[src/rtl/arith_op_controller.sv]
// Request/response controller for the 16-bit arithmetic unit: issues one op at a time,
// waits the unit's fixed latency, and returns the captured result with the request tag.
module arith_op_controller #(
   parameter int unsigned DATA_WIDTH    = 16,
   parameter int unsigned TAG_WIDTH     = 4,
   parameter int unsigned ARITH_LATENCY = 1
) (
   input  logic                  clk,
   input  logic                  rst,
   input  logic                  req_valid,
   output logic                  req_ready,
   input  logic [1:0]            req_fun,
   input  logic [DATA_WIDTH-1:0] req_a,
   input  logic [DATA_WIDTH-1:0] req_b,
   input  logic [TAG_WIDTH-1:0]  req_tag,
   output logic [DATA_WIDTH-1:0] in1,
   output logic [DATA_WIDTH-1:0] in2,
   output logic [1:0]            arith_fun,
   output logic                  arith_en,
   input  logic [DATA_WIDTH-1:0] arith_out,
   input  logic                  arith_cout,
   input  logic                  arith_flag,
   output logic                  rsp_valid,
   input  logic                  rsp_ready,
   output logic [DATA_WIDTH-1:0] rsp_data,
   output logic                  rsp_cout,
   output logic                  rsp_err,
   output logic [TAG_WIDTH-1:0]  rsp_tag,
   output logic [15:0]           op_count
);

   typedef enum logic [1:0] {S_IDLE, S_ISSUE, S_WAIT, S_RESP} state_t;

   state_t                state_q, state_d;
   logic [1:0]            fun_q, fun_d;
   logic [DATA_WIDTH-1:0] a_q, a_d;
   logic [DATA_WIDTH-1:0] b_q, b_d;
   logic [TAG_WIDTH-1:0]  tag_q, tag_d;
   logic [3:0]            cnt_q, cnt_d;
   logic [DATA_WIDTH-1:0] rsp_data_q, rsp_data_d;
   logic                  rsp_cout_q, rsp_cout_d;
   logic                  rsp_err_q, rsp_err_d;
   logic                  flag_q, flag_d;
   logic [15:0]           op_count_q, op_count_d;

   always_ff @(posedge clk or negedge rst) begin
      if (!rst) begin
         state_q    <= S_IDLE;
         fun_q      <= '0;
         a_q        <= '0;
         b_q        <= '0;
         tag_q      <= '0;
         cnt_q      <= '0;
         rsp_data_q <= '0;
         rsp_cout_q <= 1'b0;
         rsp_err_q  <= 1'b0;
         flag_q     <= 1'b0;
         op_count_q <= '0;
      end else begin
         state_q    <= state_d;
         fun_q      <= fun_d;
         a_q        <= a_d;
         b_q        <= b_d;
         tag_q      <= tag_d;
         cnt_q      <= cnt_d;
         rsp_data_q <= rsp_data_d;
         rsp_cout_q <= rsp_cout_d;
         rsp_err_q  <= rsp_err_d;
         flag_q     <= flag_d;
         op_count_q <= op_count_d;
      end
   end

   always_comb begin
      state_d    = state_q;
      fun_d      = fun_q;
      a_d        = a_q;
      b_d        = b_q;
      tag_d      = tag_q;
      cnt_d      = cnt_q;
      rsp_data_d = rsp_data_q;
      rsp_cout_d = rsp_cout_q;
      rsp_err_d  = rsp_err_q;
      flag_d     = flag_q;
      op_count_d = op_count_q;
      case (state_q)
         S_IDLE: begin
            if (req_valid) begin
               fun_d = req_fun;
               a_d   = req_a;
               b_d   = req_b;
               tag_d = req_tag;
               // Divide-by-zero is answered locally; the unit never sees it.
               if (req_fun == 2'b11 && req_b == '0) begin
                  rsp_data_d = '1;
                  rsp_cout_d = 1'b0;
                  rsp_err_d  = 1'b1;
                  state_d    = S_RESP;
               end else begin
                  state_d = S_ISSUE;
               end
            end
         end
         S_ISSUE: begin
            cnt_d   = 4'(ARITH_LATENCY - 1);
            state_d = S_WAIT;
         end
         S_WAIT: begin
            if (cnt_q == 4'd0) begin
               rsp_data_d = arith_out;
               rsp_cout_d = arith_cout;
               rsp_err_d  = 1'b0;
               flag_d     = arith_flag;
               state_d    = S_RESP;
            end else begin
               cnt_d = cnt_q - 4'd1;
            end
         end
         S_RESP: begin
            if (rsp_ready) begin
               state_d = S_IDLE;
               if (op_count_q != 16'hFFFF) op_count_d = op_count_q + 16'd1;
            end
         end
         default: state_d = S_IDLE;
      endcase
   end

   always_comb begin
      req_ready = (state_q == S_IDLE);
      arith_en  = (state_q == S_ISSUE);
      rsp_valid = (state_q == S_RESP);
   end

   assign in1       = a_q;
   assign in2       = b_q;
   assign arith_fun = fun_q;
   assign rsp_data  = rsp_data_q;
   assign rsp_cout  = rsp_cout_q;
   assign rsp_err   = rsp_err_q;
   assign rsp_tag   = tag_q;
   assign op_count  = op_count_q;

endmodule

[config.mk]
export PLATFORM = sky130hd
export DESIGN_NAME = arith_op_controller
export DESIGN_NICKNAME = d
export VERILOG_FILES = /design/src/rtl/arith_op_controller.sv
export SDC_FILE = /design/constraint.sdc
export NUM_CORES = 1
export LEC_CHECK = 0
export BUFFER_PORTS_ARGS = -buffer_cell sky130_fd_sc_hd__clkbuf_2
export CELL_PAD_IN_SITES_DETAIL_PLACEMENT = 1
export CELL_PAD_IN_SITES_GLOBAL_PLACEMENT = 1
export CORE_ASPECT_RATIO = 0.9
export CORE_MARGIN = 3
export CORE_UTILIZATION = 41
export DETAILED_ROUTE_END_ITERATION = 7
export GPL_ROUTABILITY_DRIVEN = 0
export PLACE_DENSITY = 0.92
export SYNTH_ARGS = -nofsm -noshare
export SYNTH_HDL_FRONTEND = slang
export SYNTH_SLANG_ARGS = --single-unit
[constraint.sdc]
create_clock -name clk -period 4.7 [get_ports clk]
set_input_delay 0.94 -clock clk [delete_from_list [all_inputs] [get_ports clk]]
set_output_delay 0.94 -clock clk [all_outputs]
set_load 0.02 [all_outputs]
# == Word-level counts from Yosys, hierarchy flattened ==
# Index checks and enable logic that the tools add are counted.
# word_totals
ff_bits,78
romBits,0
ram_bits,0
memories,0
latch_bits,0
word_cells,52
# classes
mux,19
shift,0
eq_ne,10
add_sub_neg,2
bitwise_logic,0
n_lt_le_gt_ge,0
multipliers,0
reduce_logical,11
div,0
# op_table
op,count
16-bit two-way mux,3
16-bit one-hot mux with 2 select lines,1
16-bit by 1-bit adder with 16-bit output (second input constant),1
16-bit logical NOT,1
16-bit inequality test (second input constant),1
2-bit two-way mux,4
2-bit one-hot mux with 4 select lines,1
4-bit one-hot mux with 2 select lines,1
2-bit equality test (second input constant),3
1-bit two-way mux,6
2-bit inequality test (second input constant),3
3-bit AND reduction,2
4-bit logical NOT,1
4-bit two-way mux,1
2-bit by 1-bit inequality test with 1-bit output (second input constant),2
1-bit one-hot mux with 2 select lines,2
2-bit AND reduction,2
4-bit AND reduction,1
2-bit nonzero test,2
4-bit by 1-bit subtractor with 4-bit output (second input constant),1
2-bit by 1-bit equality test with 1-bit output (second input constant),1
2-bit logical NOT,1
1-bit logical AND,1

# == Longest topological paths before layout ==
# Gate-level depths: netlist of the first run.
# depth
ltp_word,5
depth_mapped,7
ltp_nobuf,6

# == Worst setup path before layout of the first run ==
# Ideal clock, no wire load.
# synth_timing
path_kind,input port to flip-flop
start,input port req_b[10]
end,"register rsp_data_q[0], in the netlist rsp_data[0]"
setup_ns,0.125
required_time_ns,4.575
arrival_ns,2.324
path_stages,5
path_slack_ns,2.251
n_path_buf,1
cell_sequence,nor4_1 -> nand2_1 -> o31ai_4 -> buf_12 -> mux2_4
# synth_via
elab_chain_cells,4
# synth_lines
element,line,source
start: declaration,14,"input logic [DATA_WIDTH-1:0] req_b,"
16-bit logical NOT,94,if (req_fun == 2'b11 && req_b == '0) begin
1-bit logical AND,94,
2-bit by 1-bit inequality test with 1-bit output (no source line),n/a,
4-bit AND reduction (no source line),n/a,
end signal: assignment,66,rsp_data_q <= rsp_data_d;
end: declaration,40,"logic [DATA_WIDTH-1:0] rsp_data_q, rsp_data_d;"
# Every way passes these cells.
# A chain may end at the register's enable or synchronous reset.

# == Worst setup path after layout of the first run ==
# layout_timing
start,register state_q[0]
end,"register rsp_data_q[4], in the netlist rsp_data[4]"
# layout_via
elab_chain_cells,3
elab_cells_between_ends,8
cone_classes,eq/ne (4); mux (1); reduce/logical (3)
# layout_lines
element,line,source
start: declaration,34,"state_t state_q, state_d;"
start signal: assignment,60,state_q <= state_d;
2-bit equality test or 2-bit logical NOT (tied branches),86,case (state_q)
2-bit inequality test (no source line) (tied with other cells),n/a,
4-bit AND reduction (no source line),n/a,
# Parallel ways exist; a longest one is shown, timed or not.

==> results of run 1 <==
[path summary, 6_finish.rpt]
path | from | cells after the start | to | slack, ps
max | state_q[0] | 6 | rsp_data[4] | 1410
min | rsp_tag[2] | 1 | rsp_tag[2] | 510
max reg2reg | state_q[0] | 6 | rsp_data[4] | 1410
min reg2reg | rsp_tag[2] | 1 | rsp_tag[2] | 510
max in group asynchronous | rst | 1 | in2[10] | 3330
min in group asynchronous | rst | 1 | rsp_data[11] | 770
[cell families (layout without fill, tap and decap cells)]
group	count (synthesis)	after routing	share of synthesized area, %
adder cells (fa/ha/maj)	8	8	2.89
multiplexers	58	58	19.8
flip-flops	78	78	56.3
AO/OA/AOI/OAI	13	13	2.71
AND/OR/NAND/NOR	72	72	12.1
buffers and inverters	18	156	2.42
XOR/XNOR	15	15	3.79
[sequential cells by signal, indices dropped and copies added, names as in the netlist]
register and flops:
arith_fun 2, rsp_cout 1, cnt_q 4, rsp_err 1, in2 16, state_q 2, rsp_tag 4, rsp_data 16
in1 16, op_count 16
[per-stage QoR]
stage	hold slack [ps]	instance area [sq um]	instances
finish	506	4380	499
global route	530	4380	499
CTS	511	4380	499
detailed placement	492	4210	485
global placement	485	4210	485
floorplan	474	3460	262
[area by class of cell]
| type | count | area share, % |
|---|---|---|
| clock inverters | 1 | 0.114 |
| repair buffers | 133 | 15.2 |
| flip-flops and latches | 78 | 44.5 |
| clock buffers | 13 | 3.85 |
| well taps | 99 | 2.83 |
| inverters | 9 | 0.771 |
| multi-input cells | 166 | 32.7 |
[power by group through the flow]
stage	clock network, W	registers [W]	logic, W
2_1_floorplan	0	0.00138	0.000558
3_3_place_gp	0	0.00107	0.00123
3_5_place_dp	0	0.00109	0.00128
4_1_cts	0.000477	0.00108	0.00128
5_1_grt	0.000508	0.00111	0.00136
6_report	0.000452	0.00108	0.00126
[worst max-delay path: stages (launching register included)]
cell and delay [ps]:
dfrtp_1 410, inv_1 130, ha_1 700, inv_1 280, o21a_1 290, o31ai_4 930, mux2_2 430
[layer usage]
metal  vias up  track usage [%]  share of wire (%)
met1      1257             20.4                 41
li1       1186                -                  -
met3        15             5.89                7.1
met5         -                0                  0
met4         0             6.04                1.8
met2       101             31.5                 50
[placed cells by master (no fill, tap or decap), types with 9 or more instances in the layout]
cell / instances
xor2_1: 9
clkbuf_2: 132
clkbuf_8: 12
mux2_2: 48
nand2_1: 12
dfrtp_1: 78
mux2_4: 9
nand3_1: 9
inv_1: 9
nand2b_1: 17
==> summary.md, run 1 <==
| Metric | Value |
|---|---|
| Area of the multi-input gates | `0.00143 sq mm` |
| Skew-Pair Late Insertion Delay | `340 ps` |
| Placement Setup Slack | `1340 ps` |
| Synthesis-to-finish area growth | `26.5%` |
| P_sw | `0.00110 W` |
| Post-CTS Setup Bufs | `0` |
| Area leader, netlist | `dfrtp_1` |
| Worst-Margin Slew | `1090 ps` |
| Layout cells sized above 1 | `52.0%` |
| Clock Sinks | `78` |
| Leak Pwr | `2.11 nW` |
| Top post-synthesis cells by count | `dfrtp_1, mux2_2, nand2b_1` |
| Global-route usage over all layers | `18.0%` |
| VDD IR max | `0.330 mV` |
| Top cell type's share of synthesized area | `56.3%` |
| Reg area | `0.00195 sq mm` |
| Async set-reset flop share out of synthesis | `100%` |
| Row cnt | `31` |
| Die ar. | `0.00959 sq mm` |
| Final slew viol count | `0` |
| Initial DRC Count | `48` |
| Post-layout util | `53.8%` |
| Commonest register cell after synthesis | `dfrtp_1` |
| PostCTS Resize Cnt | `0` |
| Max FO, Critical Path | `23` |
| Int Pwr | `0.00169 W` |
| Initial core utilization | `42.5%` |
| Final Power | `0.00279 W` |
| Post-route setup slack | `1410 ps` |
| Kind of start point of the critical path | `register` |
| Final wirelength | `8.53 mm` |
| Antenna viol nets, final | `0` |
| CORE AREA | `0.00815 sq mm` |
| Reg power frac | `38.7%` |
| Fin Setup TNS | `0 ps` |
| Worst Path Required | `4920 ps` |
| # fillers | `896` |
| First-pass GRT wire length | `13.4 mm` |
| Drt drc | `0` |
| Vias in the first global route | `2,731` |
| H-tree levels | `3` |
| Number of synthesized flops with an enable pin | `0` |
| Comb power frac | `45.1%` |
| Final Cycle Share | `70.0%` |
| Die height | `93.2 microns` |
| Sw Share | `39.5%` |
| Mapped cell area | `0.00346 sq mm` |
| Number of nets in the layout | `465` |
| Crit Path Category | `reg2reg` |
| CTS Hold Bufs | `0` |
| Longest Clk Path Bufs | `2` |
| Synth warn | `0` |
| Clock skew | `3.63 ps` |
| Unrepaired setup endpoints after global routing | `no` |
| Clock power share | `16.2%` |
| Gr ovfl total | `0` |
| Fmax | `304 MHz` |
| Post-synthesis sequential area ratio | `56.3%` |
| Detailed-route vias per instance | `5.13` |
| Die X-Extent | `103 microns` |
| Most common cell in the netlist | `dfrtp_1` |
| Avg WL per Cell | `17.1 microns` |
| Clk root buf | `clkbuf_8` |
| Largest net degree at the start of global routing | `79` |
| Synthesized net count | `330` |
| Netlist cell types | `33` |
| I/O pin cnt | `135` |
| Slew Limit Headroom | `27.4%` |
| Mean area per synthesized cell | `13.2 sq um` |
| Vias | `2,559` |
| Hold Crit Class | `reg2reg` |
| Power per cell area | `636 mW/mm^2` |
| Pre-antenna DRT Iters | `4` |
| Antenna Cells | `0` |
| IO Port Bufs | `133` |
| CTS tree | `built` |
| CP Capture Type | `register` |
| Worst-path clk slew | `70 ps` |
| Maxcap violations | `0` |
| Final setup vio count | `0` |
| DP HPWL | `6.47 mm` |
| Final hold viol count | `0` |
| Synth area leaders | `dfrtp_1, mux2_2, mux2_4` |
| Cts bufs inserted | `9` |
| Minimum clock period | `3290 ps` |
| Status | `finished clean` |
| Seq cells post-synth | `78` |
| Arr. time, crit path | `3510 ps` |
| Initial antenna violation count | `0` |
| Syn Inst Count | `262` |
(Power assumes the default switching activity.)
==> run 2, diff against run 1 <==
Settings changed: CORE_UTILIZATION 41 to 34, PLACE_DENSITY 0.92 to 0.82.
Clock period 4.7 ns to 3 ns, I/O delays scaled along.
==> run 2 against run 1 <==
Net effect: sequential power rose by 57%; final cell count rose by 6.2%; fmax rose by 35%; via count rose by 1.1%; count of clock-buffer cells in the layout fell by 1; utilization fell by 6.9 points; critical endpoint is now rsp_data[8].
==> summary.md, run 2 (synthesized netlist as in run 1, its figures left out) <==
| Metric | Value |
|---|---|
| Largest net degree at the start of global routing | `79 (unchanged)` |
| Critical Path Stages | `7 (+1)` |
| Die X-Extent | `112 microns (+9.2%)` |
| CTS Hold Bufs | `0 (unchanged)` |
| Final Cycle Share | `81.1% (+11 points)` |
| Vias | `2,586 (+1.1%)` |
| Reg2Reg Depth | `7 (+1)` |
| Post-route setup slack | `567 ps (-844 ps)` |
| Initial core utilization | `35.4% (-7.1 points)` |
| Max stage delay on crit path | `460 ps (-470 ps)` |
| CORE AREA | `0.00978 sq mm (+20%)` |
| Clk root buf | `clkbuf_16` |
| H-tree levels | `3 (unchanged)` |
| Post-CTS Setup Bufs | `0 (unchanged)` |
| Antenna Cells | `0 (unchanged)` |
| Placement Setup Slack | `487 ps (-851 ps)` |
| Crit Path Category | `reg2reg` |
| First-pass GRT wire length | `15.0 mm (+12%)` |
| Max FO, Critical Path | `18 (-22%)` |
| Global-route usage over all layers | `16.6% (-1.4 points)` |
| I/O pin cnt | `135 (unchanged)` |
| Final setup vio count | `0 (unchanged)` |
| Pre-antenna DRT Iters | `4 (unchanged)` |
| Gr ovfl total | `0 (unchanged)` |
| Most common cell after layout, fill and taps aside | `clkbuf_2` |
| Status | `finished clean` |
| Initial antenna violation count | `0 (unchanged)` |
| Longest Clk Path Bufs | `2 (unchanged)` |
| R2r startpoint | `cnt_q[0]` |
| Buf/Inv on CP | `2 (unchanged)` |
| Setup slack, reg-to-reg | `570 ps (-840 ps)` |
| Final cell count without fillers | `530 (+6.2%)` |
| Arr. time, crit path | `2650 ps (-860 ps)` |
| Antenna viol nets, final | `0 (unchanged)` |
| CP startpoint | `cnt_q[0]` |
| Synthesis-to-finish area growth | `32.4%` |
| Reg2reg end | `rsp_data[8]` |
| CP Capture Type | `register` |
| Critical-path top delay cell | `or3_2` |
| Clock Sinks | `78 (unchanged)` |
| Crit path max-delay family | `simple AND/OR/NAND/NOR gates` |
| Cts bufs inserted | `9 (unchanged)` |
| Placed instance count | `515 (+6.2%)` |
| Clock skew | `6.01 ps (+2.38 ps)` |
| Leak Pwr | `2.19 nW (+3.7%)` |
| Crit path cell chain | `inv_1 -> ha_1 -> or3b_4 -> or3_2 -> o31ai_4 -> buf_4 -> mux2_2` |
| Post-layout util | `46.9% (-6.9 points)` |
| Fmax | `411 MHz (+35%)` |
| Skew-Pair Late Insertion Delay | `330 ps (about the same)` |
| Maxcap violations | `0 (unchanged)` |
| Final slew viol count | `0 (unchanged)` |
| Avg WL per Cell | `16.9 microns (-1.3%)` |
| Kind of start point of the critical path | `register` |
| CP endpoint | `rsp_data[8]` |
| Unrepaired setup endpoints after global routing | `no` |
| Initial DRC Count | `57 (+19%)` |
| Worst Path Required | `3220 ps (-1700 ps)` |
| Detailed-route vias per instance | `4.88 (-4.9%)` |
| Hold Crit Class | `in2async` |
| Row cnt | `34 (+9.7%)` |
| Layout cells sized above 1 | `52.2% (+0.23 points)` |
| Die height | `102 microns (+9.2%)` |
| CTS tree | `built` |
| DP HPWL | `6.56 mm (+1.4%)` |
| VDD IR max | `0.519 mV (+57%)` |
| Final wirelength | `8.95 mm (+4.8%)` |
| Minimum clock period | `2430 ps (-856 ps)` |
| Slew Limit Headroom | `33.4% (+6.0 points)` |
| Worst-Margin Slew | `999 ps (-90.5 ps)` |
| Final hold viol count | `0 (unchanged)` |
| Vias in the first global route | `2,935 (+7.5%)` |
| Power per cell area | `1060 mW/mm^2 (+67%)` |
| PostCTS Resize Cnt | `0 (unchanged)` |
| IO Port Bufs | `133 (unchanged)` |
| Hold Slack | `436 ps (-70.8 ps)` |
| Number of nets in the layout | `468 (+0.65%)` |
| Commonest non-fill, non-tap cells in the layout | `clkbuf_2, dfrtp_1, mux2_2` |
| Worst-path clk slew | `60 ps (about the same)` |
| Die ar. | `0.0114 sq mm (+19%)` |
| Fin Setup TNS | `0 ps (unchanged)` |
| Drt drc | `0 (unchanged)` |
[run 2: changes by cell type in the layout (fill, tap and decap cells not counted)]
cell        change
clkbuf_8       -10
clkbuf_16       +9
buf_4           +3
bufinv_16       +2
clkinv_2        -1
clkinvlp_4      +1
nand2_1         +1
nand2_2         -1
[run 2: worst min-delay path by stage]
stage / to / slack [ps] / startpoint / cells past startpoint
after floorplan: arith_fun[0] / 300 / rst / 0
after global placement: op_count[15] / 490 / op_count[15] / 1
after detailed placement: in1[10] / 490 / in1[10] / 1
after CTS: op_count[5] / 470 / rst / 1
after global routing: rsp_tag[1] / 490 / req_tag[1] / 2
final: op_count[5] / 440 / rst / 1
[run 2: area by class of cell]
cell class	count	area (sq um)
Fill cell	1091	5200
Sequential cell	78	1950
Multi-Input combinational cell	166	1430
Timing Repair Buffer	136	691
Clock buffer	12	256
Tap cell	126	158
Clock inverter	3	67.6
Inverter	9	33.8
[run 2: power by group]
part           internal (W)  switching [W]
sequential          0.00146       0.000238
combinational      0.000835        0.00115
clock              0.000770       0.000421
[run 2: worst reg2reg max path: cells and delay by family (launching register included)]
kind	cells	cell delay (ps)
AND/OR/NAND/NOR	2	870
buffers and inverters	2	420
flip-flops	1	400
multiplexers	1	390
adder cells (fa/ha/maj)	1	170
AO/OA/AOI/OAI	1	70
[run 2: layer usage]
layer / up-vias / track usage, % / wire [microns]
met5: - / 0 / 0
met4: 0 / 5.08 / 87
met3: 8 / 5.56 / 593
met2: 81 / 30.6 / 4750
met1: 1302 / 18.1 / 3510
li1: 1195 / - / -
[run 2: metrics by stage]
step / total power, W / cell area (sq um)
global placement: 0.00363 / 4260
floorplan: 0.00304 / 3460
detailed placement: 0.00374 / 4260
global route: 0.00518 / 4590
finish: 0.00487 / 4590
CTS: 0.00496 / 4590
